$ cat config.mk
export PLATFORM = sky130hd
export DESIGN_NAME = trap_vertex_issuer_flat
export DESIGN_NICKNAME = d
export VERILOG_FILES = /design/src/rtl/trap_vertex_issuer_if.sv /design/src/rtl/trap_vertex_issuer.sv /design/src/flat_wrapper.sv
export SDC_FILE = /design/constraint.sdc
export NUM_CORES = 1
export LEC_CHECK = 0
export ABC_AREA = 1
export CAP_MARGIN = 20
export CORE_MARGIN = 1
export CORE_UTILIZATION = 50
export CTS_BUF_LIST = sky130_fd_sc_hd__clkbuf_16
export DETAILED_ROUTE_END_ITERATION = 10
export PLACE_DENSITY = 0.73
export SYNTH_ARGS = -nofsm -noshare
export SYNTH_HDL_FRONTEND = slang
export SYNTH_SLANG_ARGS = --single-unit
$ cat constraint.sdc
create_clock -name i_clk -period 2.7 [get_ports i_clk]
set_clock_uncertainty 0.2 [all_clocks]
set_input_delay 0.54 -clock i_clk [delete_from_list [all_inputs] [get_ports i_clk]]
set_output_delay 0.54 -clock i_clk [all_outputs]
set_load 0.02 [all_outputs]
$ cat src/rtl/trap_vertex_issuer_if.sv
// Vertex-memory read port plus the engine-facing vertex bus of the trapezoid vertex issuer.
// The master side belongs to the issuer; the slave side to the memory/engine pair.
interface trap_vertex_issuer_if #(
  parameter int ADDR_W = 8
);
  logic              mem_rd;
  logic [ADDR_W-1:0] mem_addr;
  logic [15:0]       mem_data;
  logic              busy;
  logic              po;
  logic              nt;
  logic [7:0]        xi;
  logic [7:0]        yi;
  logic              xy_vld;

  modport master (
    output mem_rd, mem_addr, nt, xi, yi, xy_vld,
    input  mem_data, busy, po
  );

  modport slave (
    input  mem_rd, mem_addr, nt, xi, yi, xy_vld,
    output mem_data, busy, po
  );
endinterface

$ cat src/rtl/trap_vertex_issuer.sv
// Fetches NUM_TRAP four-word vertex groups and hands each to the trapezoid engine when it is idle.
// state | meaning
// IDLE  | after reset, waiting for start
// FETCH | four reads of the current group, five cycles including the last data capture
// WAIT  | group buffered, waiting for engine busy low
// SEND  | four consecutive vertices on xi/yi, nt with the first
// FLUSH | all groups issued, waiting for the engine to finish the last one
// DONE  | run complete, done held until next start
module trap_vertex_issuer #(
  parameter int NUM_TRAP  = 17,
  parameter int ADDR_W    = 8,
  parameter int BASE_ADDR = 0,
  parameter int PIX_W     = 18
) (
  input  logic                 i_clk,
  input  logic                 i_reset,
  input  logic                 i_start,
  trap_vertex_issuer_if.master bus,
  output logic [ADDR_W-1:0]    o_trap_cnt,
  output logic [PIX_W-1:0]     o_pix_cnt,
  output logic                 o_done
);

  typedef enum logic [2:0] {
    S_IDLE,
    S_FETCH,
    S_WAIT,
    S_SEND,
    S_FLUSH,
    S_DONE
  } state_t;

  state_t            r_state, w_state;
  logic [2:0]        r_cyc, w_cyc;
  logic [15:0]       r_buf [4];
  logic [15:0]       w_buf [4];
  logic              r_mem_rd, w_mem_rd;
  logic [ADDR_W-1:0] r_mem_addr, w_mem_addr;
  logic              r_nt, w_nt;
  logic [15:0]       r_xy, w_xy;
  logic              r_vld, w_vld;
  logic [ADDR_W-1:0] r_trap_cnt, w_trap_cnt;
  logic [PIX_W-1:0]  r_pix_cnt, w_pix_cnt;
  logic              r_done, w_done;
  logic [ADDR_W-1:0] w_next_base;
  logic              w_last;

  // trap_cnt doubles as the group index: it equals g whenever a group is being fetched
  assign w_next_base = ADDR_W'(BASE_ADDR) + ((r_trap_cnt + 1'b1) << 2);
  assign w_last      = (int'(r_trap_cnt) + 1) >= NUM_TRAP;

  always_comb begin
    w_state    = r_state;
    w_cyc      = r_cyc;
    w_buf      = r_buf;
    w_mem_rd   = 1'b0;
    w_mem_addr = r_mem_addr;
    w_nt       = 1'b0;
    w_xy       = '0;
    w_vld      = 1'b0;
    w_trap_cnt = r_trap_cnt;
    w_pix_cnt  = r_pix_cnt;
    w_done     = r_done;

    if ((r_state != S_IDLE) && bus.po && (r_pix_cnt != '1)) begin
      w_pix_cnt = r_pix_cnt + 1'b1;
    end

    case (r_state)
      S_IDLE, S_DONE: begin
        if (i_start) begin
          w_state    = S_FETCH;
          w_cyc      = 3'd0;
          w_mem_rd   = 1'b1;
          w_mem_addr = ADDR_W'(BASE_ADDR);
          w_trap_cnt = '0;
          w_pix_cnt  = '0;
          w_done     = 1'b0;
        end
      end
      S_FETCH: begin
        // read data trails the address by one cycle, so capture runs on cycles 1-4
        if (r_cyc != 3'd0) begin
          w_buf[2'(r_cyc - 3'd1)] = bus.mem_data;
        end
        if (r_cyc < 3'd3) begin
          w_mem_rd   = 1'b1;
          w_mem_addr = r_mem_addr + 1'b1;
        end
        if (r_cyc == 3'd4) begin
          w_state = S_WAIT;
        end else begin
          w_cyc = r_cyc + 3'd1;
        end
      end
      S_WAIT: begin
        if (!bus.busy) begin
          w_state = S_SEND;
          w_cyc   = 3'd0;
          w_nt    = 1'b1;
          w_vld   = 1'b1;
          w_xy    = r_buf[0];
        end
      end
      S_SEND: begin
        if (r_cyc != 3'd3) begin
          w_cyc = r_cyc + 3'd1;
          w_vld = 1'b1;
          w_xy  = r_buf[2'(r_cyc + 3'd1)];
        end else begin
          w_trap_cnt = r_trap_cnt + 1'b1;
          if (w_last) begin
            w_state = S_FLUSH;
          end else begin
            w_state    = S_FETCH;
            w_cyc      = 3'd0;
            w_mem_rd   = 1'b1;
            w_mem_addr = w_next_base;
          end
        end
      end
      S_FLUSH: begin
        if (!bus.busy) begin
          w_state = S_DONE;
          w_done  = 1'b1;
        end
      end
      default: w_state = S_IDLE;
    endcase
  end

  always_ff @(posedge i_clk) begin
    if (!i_reset) begin
      r_state    <= S_IDLE;
      r_cyc      <= 3'd0;
      r_buf      <= '{default: '0};
      r_mem_rd   <= 1'b0;
      r_mem_addr <= '0;
      r_nt       <= 1'b0;
      r_xy       <= '0;
      r_vld      <= 1'b0;
      r_trap_cnt <= '0;
      r_pix_cnt  <= '0;
      r_done     <= 1'b0;
    end else begin
      r_state    <= w_state;
      r_cyc      <= w_cyc;
      r_buf      <= w_buf;
      r_mem_rd   <= w_mem_rd;
      r_mem_addr <= w_mem_addr;
      r_nt       <= w_nt;
      r_xy       <= w_xy;
      r_vld      <= w_vld;
      r_trap_cnt <= w_trap_cnt;
      r_pix_cnt  <= w_pix_cnt;
      r_done     <= w_done;
    end
  end

  assign bus.mem_rd   = r_mem_rd;
  assign bus.mem_addr = r_mem_addr;
  assign bus.nt       = r_nt;
  assign bus.xi       = r_xy[15:8];
  assign bus.yi       = r_xy[7:0];
  assign bus.xy_vld   = r_vld;
  assign o_trap_cnt   = r_trap_cnt;
  assign o_pix_cnt    = r_pix_cnt;
  assign o_done       = r_done;

endmodule

$ cat src/flat_wrapper.sv
// flat-port wrapper written by rule: the top's interface ports become plain ports
module trap_vertex_issuer_flat 
#(
  parameter int NUM_TRAP  = 17,
  parameter int ADDR_W    = 8,
  parameter int BASE_ADDR = 0,
  parameter int PIX_W     = 18
)
  (i_clk, i_reset, i_start, o_trap_cnt, o_pix_cnt, o_done, bus_mem_rd, bus_mem_addr, bus_nt, bus_xi, bus_yi, bus_xy_vld, bus_mem_data, bus_busy, bus_po);
  trap_vertex_issuer_if #(.ADDR_W(ADDR_W)) bus_i ();
  input  logic i_clk;
  input  logic i_reset;
  input  logic i_start;
  output logic [ADDR_W-1:0] o_trap_cnt;
  output logic [PIX_W-1:0] o_pix_cnt;
  output logic o_done;
  output wire logic [$bits(bus_i.mem_rd)-1:0] bus_mem_rd;
  output wire logic [$bits(bus_i.mem_addr)-1:0] bus_mem_addr;
  output wire logic [$bits(bus_i.nt)-1:0] bus_nt;
  output wire logic [$bits(bus_i.xi)-1:0] bus_xi;
  output wire logic [$bits(bus_i.yi)-1:0] bus_yi;
  output wire logic [$bits(bus_i.xy_vld)-1:0] bus_xy_vld;
  input wire logic [$bits(bus_i.mem_data)-1:0] bus_mem_data;
  input wire logic [$bits(bus_i.busy)-1:0] bus_busy;
  input wire logic [$bits(bus_i.po)-1:0] bus_po;
  assign bus_mem_rd = bus_i.mem_rd;
  assign bus_mem_addr = bus_i.mem_addr;
  assign bus_nt = bus_i.nt;
  assign bus_xi = bus_i.xi;
  assign bus_yi = bus_i.yi;
  assign bus_xy_vld = bus_i.xy_vld;
  assign bus_i.mem_data = bus_mem_data;
  assign bus_i.busy = bus_busy;
  assign bus_i.po = bus_po;
  trap_vertex_issuer #(.NUM_TRAP(NUM_TRAP), .ADDR_W(ADDR_W), .BASE_ADDR(BASE_ADDR), .PIX_W(PIX_W)) u_core (.i_clk(i_clk), .i_reset(i_reset), .i_start(i_start), .bus(bus_i), .o_trap_cnt(o_trap_cnt), .o_pix_cnt(o_pix_cnt), .o_done(o_done));
endmodule
Word level (Yosys, flattened, before mapping)
Cells that the tools add are included.
- output and inout port bits: 54
- register bits after elaboration: 124
- word-level logic and storage cells: 105
- bits in latches: 0
- bits in writable memories: 0
- ROM bits: 0
- memories: 0
- bitwise operators: 2
- divide/modulo/power cells: 0
- shifts and indexed selects: 0
- reduce and logical (&&, ||, !) cells: 18
- eq/ne operators: 17
- add/subtract/negate cells: 6
- magnitude comparators: 5
- muxes and demuxes: 43
- $mul: 0
- operators by type and width (cell ; number):
    2-to-1 mux 16 bit ; 5
    bitwise mux 64 bit ; 1
    2-to-1 mux 18 bit ; 3
    2-to-1 mux 8 bit ; 5
    2-to-1 mux 3 bit ; 11
    binary-select mux 16 bit (select 2 bit) ; 1
    demux 16 bit (select 2 bit) ; 1
    greater-or-equal comparator 32 x 6 -> 1 bit, second input constant ; 1
    one-hot mux 16 bit (2 select lines) ; 1
    one-hot mux 8 bit (3 select lines) ; 1
    adder 18 x 1 -> 18 bit, second input constant ; 1
    != test 18 bit, second input constant ; 1
    adder 8 x 1 -> 8 bit, second input constant ; 2
    one-hot mux 8 bit (2 select lines) ; 1
    one-hot mux 3 bit (5 select lines) ; 1
    AND reduction 5 bit ; 3
    != test 2 bit, second input constant ; 6
    one-hot mux 3 bit (4 select lines) ; 1
    adder 8 x 1 -> 9 bit, second input constant ; 1
    equality test 3 bit, second input constant ; 3
    nonzero test 3 bit ; 3
    2-to-1 mux 1 bit ; 8
    equality test 3 x 2 -> 1 bit, second input constant ; 2
    greater-or-equal comparator 3 bit, second input constant ; 2
    other kinds (18) ; 26

Logic depth before layout (Yosys ltp)
- depth in word-level cells: 7
- gate-level depth with buffers: 14
- gate-level depth less buffers: 14

Worst setup path after synthesis
OpenSTA, ideal clock, no wires.
- kind: reg-to-reg
- start: register u_core.r_cyc[0]
- end: register u_core.r_xy[10]
- arrival: 1.850 ns
- required time: 2.368 ns
- path buffers: 2
- stages on the path, launching flop included: 10
- slack: 0.518 ns
- cell sequence: dfxtp_1 clkinv_1 buf_1 ha_1 clkbuf_1 a21oi_1 o21ai_0 o21ai_0 nand2_1 a21oi_1
- longest elaborated chain between the ends: 7
- elaborated cells on any way between the ends: 8
- those cells by class: add/sub: 1; eq/ne: 1; mux: 5; bitwise: 1
- ends and longest elaborated chain (element ; line ; source):
    from (decl) ; trap_vertex_issuer.sv:34 ; logic [2:0] r_cyc, w_cyc;
    from (signal assigned) ; trap_vertex_issuer.sv:147 ; r_cyc <= w_cyc;
    adder 3 x 1 -> 3 bit ; n/a ;
    NOT 2 -> 3 bit (implied by the code) ; trap_vertex_issuer.sv:109 ; w_xy = r_buf[2'(r_cyc + 3'd1)];
    binary-select mux 16 bit (select 2 bit) ; trap_vertex_issuer.sv:109 ;
    2-to-1 mux 16 bit (implied by the code) (2 in series) ; trap_vertex_issuer.sv:109 ;
    2-to-1 mux 16 bit * ; trap_vertex_issuer.sv:106 ; if (r_cyc != 3'd3) begin
    one-hot mux 16 bit (2 select lines) * ; trap_vertex_issuer.sv:69 ; case (r_state)
    to (signal assigned) ; trap_vertex_issuer.sv:152 ; r_xy <= w_xy;
    to (decl) ; trap_vertex_issuer.sv:40 ; logic [15:0] r_xy, w_xy;
Mark *: on every way between the ends. The rest lies on a longest branch, timed or not. The select of a mux whose other input is x is not followed.
A chain may end at the register's enable or synchronous reset.

Final worst setup path
- start: register u_core.r_cyc[0]
- end: register u_core.r_buf[59] (netlist name)
- longest elaborated chain between the ends: 7
- elaborated cells on any way between the ends: 10
- those cells by class: add/sub: 1; order compare: 2; mux: 3; bitwise: 1; reduce/logical: 3
- ends and longest elaborated chain (element ; line ; source):
    subtractor 2 x 1 -> 2 bit ; trap_vertex_issuer.sv:84 ; w_buf[2'(r_cyc - 3'd1)] = bus.mem_data;
    NOT 2 -> 3 bit (implied by the code) ; trap_vertex_issuer.sv:84 ;
    greater-or-equal comparator 3 bit (implied by the code) or < comparator 3 x 1 -> 1 bit (tied branches) ; trap_vertex_issuer.sv:84 ;
    logical AND 1 bit (implied by the code) ; trap_vertex_issuer.sv:84 ;
    2-to-1 mux 16 bit (implied by the code) ; trap_vertex_issuer.sv:84 ;
    demux 16 bit (select 2 bit) ; trap_vertex_issuer.sv:84 ;
    bitwise mux 64 bit ; trap_vertex_issuer.sv:84 ;
    to (signal assigned) ; trap_vertex_issuer.sv:148 ; r_buf <= w_buf;
    to (decl) ; trap_vertex_issuer.sv:35 ; logic [15:0] r_buf [4];
Parallel ways exist; a longest one is shown, timed or not.

==> key figures <==
Worst setup path
  • WP data required: 2.78 ns
  • CP Capture Type: flip-flop
  • Worst r2r path cells: 5
  • CP Class: flip-flop to flip-flop
  • Critical Path AT: 2.47 ns
  • Critical Path Start Type: flip-flop
  • Crit path max fanout: 50

Logic synthesis
  • Synth area leader: dfxtp_1
  • Top-count cell post-synth: o21ai_0
  • Syn Nets: approximately 880
  • Post-synth top area share: 41.4%
  • Seq/Total Area, Yosys: slightly above 40%
  • Post-Syn Area: around 0.006 mm²
  • Synth cell count leaders: 135 x o21ai_0, 126 x nand2_1, 124 x dfxtp_1, 113 x a21oi_1, 101 x nor2_1
  • Post-synth EDFFs: 0
  • Distinct cells, synth: 39
  • Share of flip-flops with an asynchronous set or reset after synthesis: 0%
  • Synthesized netlist cell count: 848
  • Avg Inst Size Synth: between 7 and 8 µm²
  • Synth area leaders: dfxtp_1 41%, o21ai_0 11%, a21oi_1 9.4%
  • Main synth FF type: dfxtp_1
  • Yosys reg bits: 124
  • YS warnings: 0

Clocking
  • Htree depth: 4
  • # hold bufs at CTS: 0
  • CTS resizes: 0
  • Clock sink count: 124
  • CTS Buffer Depth: 2
  • Clock transition at path regs: 0.06 ns
  • Clk root buf: clkbuf_16
  • Worst-skew pair later-pin latency: slightly above 0.4 ns
  • TritonCTS Buffers: 17
  • CTS tree: built
  • # Post-CTS Setup Buffers: 0

Placed design
  • Detailed placement HPWL: 9230 µm
  • GP Congestion: 0.827
  • Port Buffers: 74

Route
  • Initial drt markers: ~400
  • Post-DRT Antenna Nets: 0
  • Routed wire length: about 14000 µm
  • Via density: 5.22
  • Drt wl/cell: 13.4 µm
  • Via count: 5558
  • TritonRoute pass-1 iters: 10
  • DRC violations left: 8

Global routing
  • Largest net degree at the start of global routing: 85
  • First-pass GRT wire length: 24400 µm
  • GRT Overall Usage: about a quarter
  • Initial antenna violation count: 0
  • Vias in the first global route: 5170
  • Gr ovfl total: 0

Timing
  • Rel. slew slack: 51.6%
  • Worst-margin pin slew: 0.726 ns
  • Minimum clock period after layout: 2.40 ns
  • Max-slew violations: 0
  • RSZ-0062 raised after global routing: false
  • Final TNS setup: 0 ns
  • Setup Viol. Count Final: 0
  • Max frequency: ~420 MHz
  • Tcrit/Tclk final: 88.7%
  • Final Hold Vio Count: 0

Layout
  • Layout Nets: 942
  • Ant diodes: 0
  • P&R area growth vs syn: 22.5%
  • Multi-input gate area: roughly 0.0029 mm²
  • Layout cells sized above 1: between 8 and 9%
  • Filler Cell Count: 1023
  • Register area: 0.00248 mm²

Worst hold path
  • Tightest Hold Check Type: flip-flop to flip-flop
  • Worst Hold Depth: 2

Floorplan
  • DIE AREA: 0.0124 mm²
  • Die H: between 100 and 150 µm
  • Core ar.: 0.0116 mm²
  • # rows: 39
  • # IOs: 75
  • Die Wd: between 100 and 150 µm
  • Initial core utilization: 51.9%

Run
  • Number of max-cap violations: 0

Power
  • Clock power share: just over 30%
  • Worst VDD drop: 606 µV
  • Seq pwr share: approximately a third
  • Pwr/cell area: ~1000 mW/mm²
  • Leakage Power: 2.82 nW
  • P_int: around 4.5 mW
  • Psw: 2.92 mW
  • Combinational Power Share: a little under two fifths
  • Sw Ratio: about two fifths
  • Design Power: 7.38 mW

Status
  • Outcome: finished with violations
  • Failing checks: design-rule violations
## power by group through the flow
stage | Clock [mW] | Sequential (mW) | Combinational [mW]
after floorplan | 0 | 2.46 | 1.91
after global placement | 0 | 2.35 | 2.68
after detailed placement | 0 | 2.36 | 2.73
after CTS | 2.29 | 2.33 | 2.77
after global routing | 2.38 | 2.37 | 3.14
final | 2.27 | 2.33 | 2.78
## per-stage QoR
step,utilization [%],hold slack (ns),setup WS (ns),area [µm²],std cells
6_report,63.5,0.242,0.305,7350,1065
5_1_grt,63.5,0.264,0.00544,7350,1065
4_1_cts,63.5,0.242,0.315,7350,1065
3_5_place_dp,58.4,0.233,0.148,6760,1033
3_3_place_gp,58.4,0.228,0.190,6760,1033
2_1_floorplan,-,0.220,0.518,6000,848
## worst paths after layout
kind                                 startpoint                            end  slack, ns
hold reg to reg   u_core.r_buf[46]$_SDFFE_PN0P_  u_core.r_buf[46]$_SDFFE_PN0P_       0.24
setup reg to reg   u_core.r_cyc[0]$_SDFFE_PN0P_  u_core.r_buf[59]$_SDFFE_PN0P_       0.30
hold / removal    u_core.r_buf[46]$_SDFFE_PN0P_  u_core.r_buf[46]$_SDFFE_PN0P_       0.24
setup / recovery   u_core.r_cyc[0]$_SDFFE_PN0P_  u_core.r_buf[59]$_SDFFE_PN0P_       0.30
## area by class of cell
type                    instances  share of cell area (%)
inverters                     107                    5.53
clock buffers                  17                    5.79
repair buffers                 80                    10.8
multi-input cells             579                    39.4
well taps                     143                    2.43
flip-flops and latches        124                    33.8
clock inverters                15                    2.28
## placed cells by master (no fill, tap or decap), types with 3 or more instances in the layout
cell	instances
a21oi_1	113
buf_4	5
clkbuf_16	17
clkdlybuf4s50_1	73
clkinv_4	5
clkinvlp_4	3
dfxtp_1	124
ha_1	12
inv_1	100
inv_2	5
inv_6	3
nand2_1	126
nand2_2	7
nand2_4	3
nand3_1	28
nand3_2	4
nand3_4	3
nand3b_1	3
nand4_1	4
nor2_1	101
nor2_2	5
nor2_4	6
nor3_1	11
o21ai_0	135
## registers in the layout (all words and copies together), names as in the netlist
name	flops
u_core.o_pix_cnt	18
u_core.r_buf	64
u_core.bus.nt	1
u_core.bus.xy_vld	1
u_core.bus.mem_addr	8
u_core.o_done	1
u_core.r_state	3
u_core.r_xy	16
u_core.bus.mem_rd	1
u_core.o_trap_cnt	8
u_core.r_cyc	3
## worst max-delay path, stage by stage (launching register included)
cell	delay [ns]
dfxtp_1	0.41
buf_4	0.44
ha_1	0.24
nand3_2	0.49
o21ai_0	0.41
a21oi_1	0.06
## logic make-up (layout without fill, tap and decap cells)
| group | Yosys count | after routing | synth area share, % |
|---|---|---|---|
| and+or+nand+nor | 306 | 306 | 23.3 |
| AOI/OAI and AO/OA | 257 | 257 | 21.8 |
| xor gates and xnor gates | 4 | 4 | 0.584 |
| buffers and inverters | 145 | 219 | 10.4 |
| DFF | 124 | 124 | 41.4 |
| adders and majority gates | 12 | 12 | 2.50 |
## metal layers
layer  vias up  part of all wire (%)  track usage, %  routed length [µm]
li1       2878                     -               -                   -
met1      2535                    46            30.4                6550
met2       130                    49            41.0                7000
met3        15                   4.0            4.19                 566
met4         0                   1.1            8.11                 158
met5         -                     0               0                   0
Note: power is estimated with default switching activity, not from simulation.
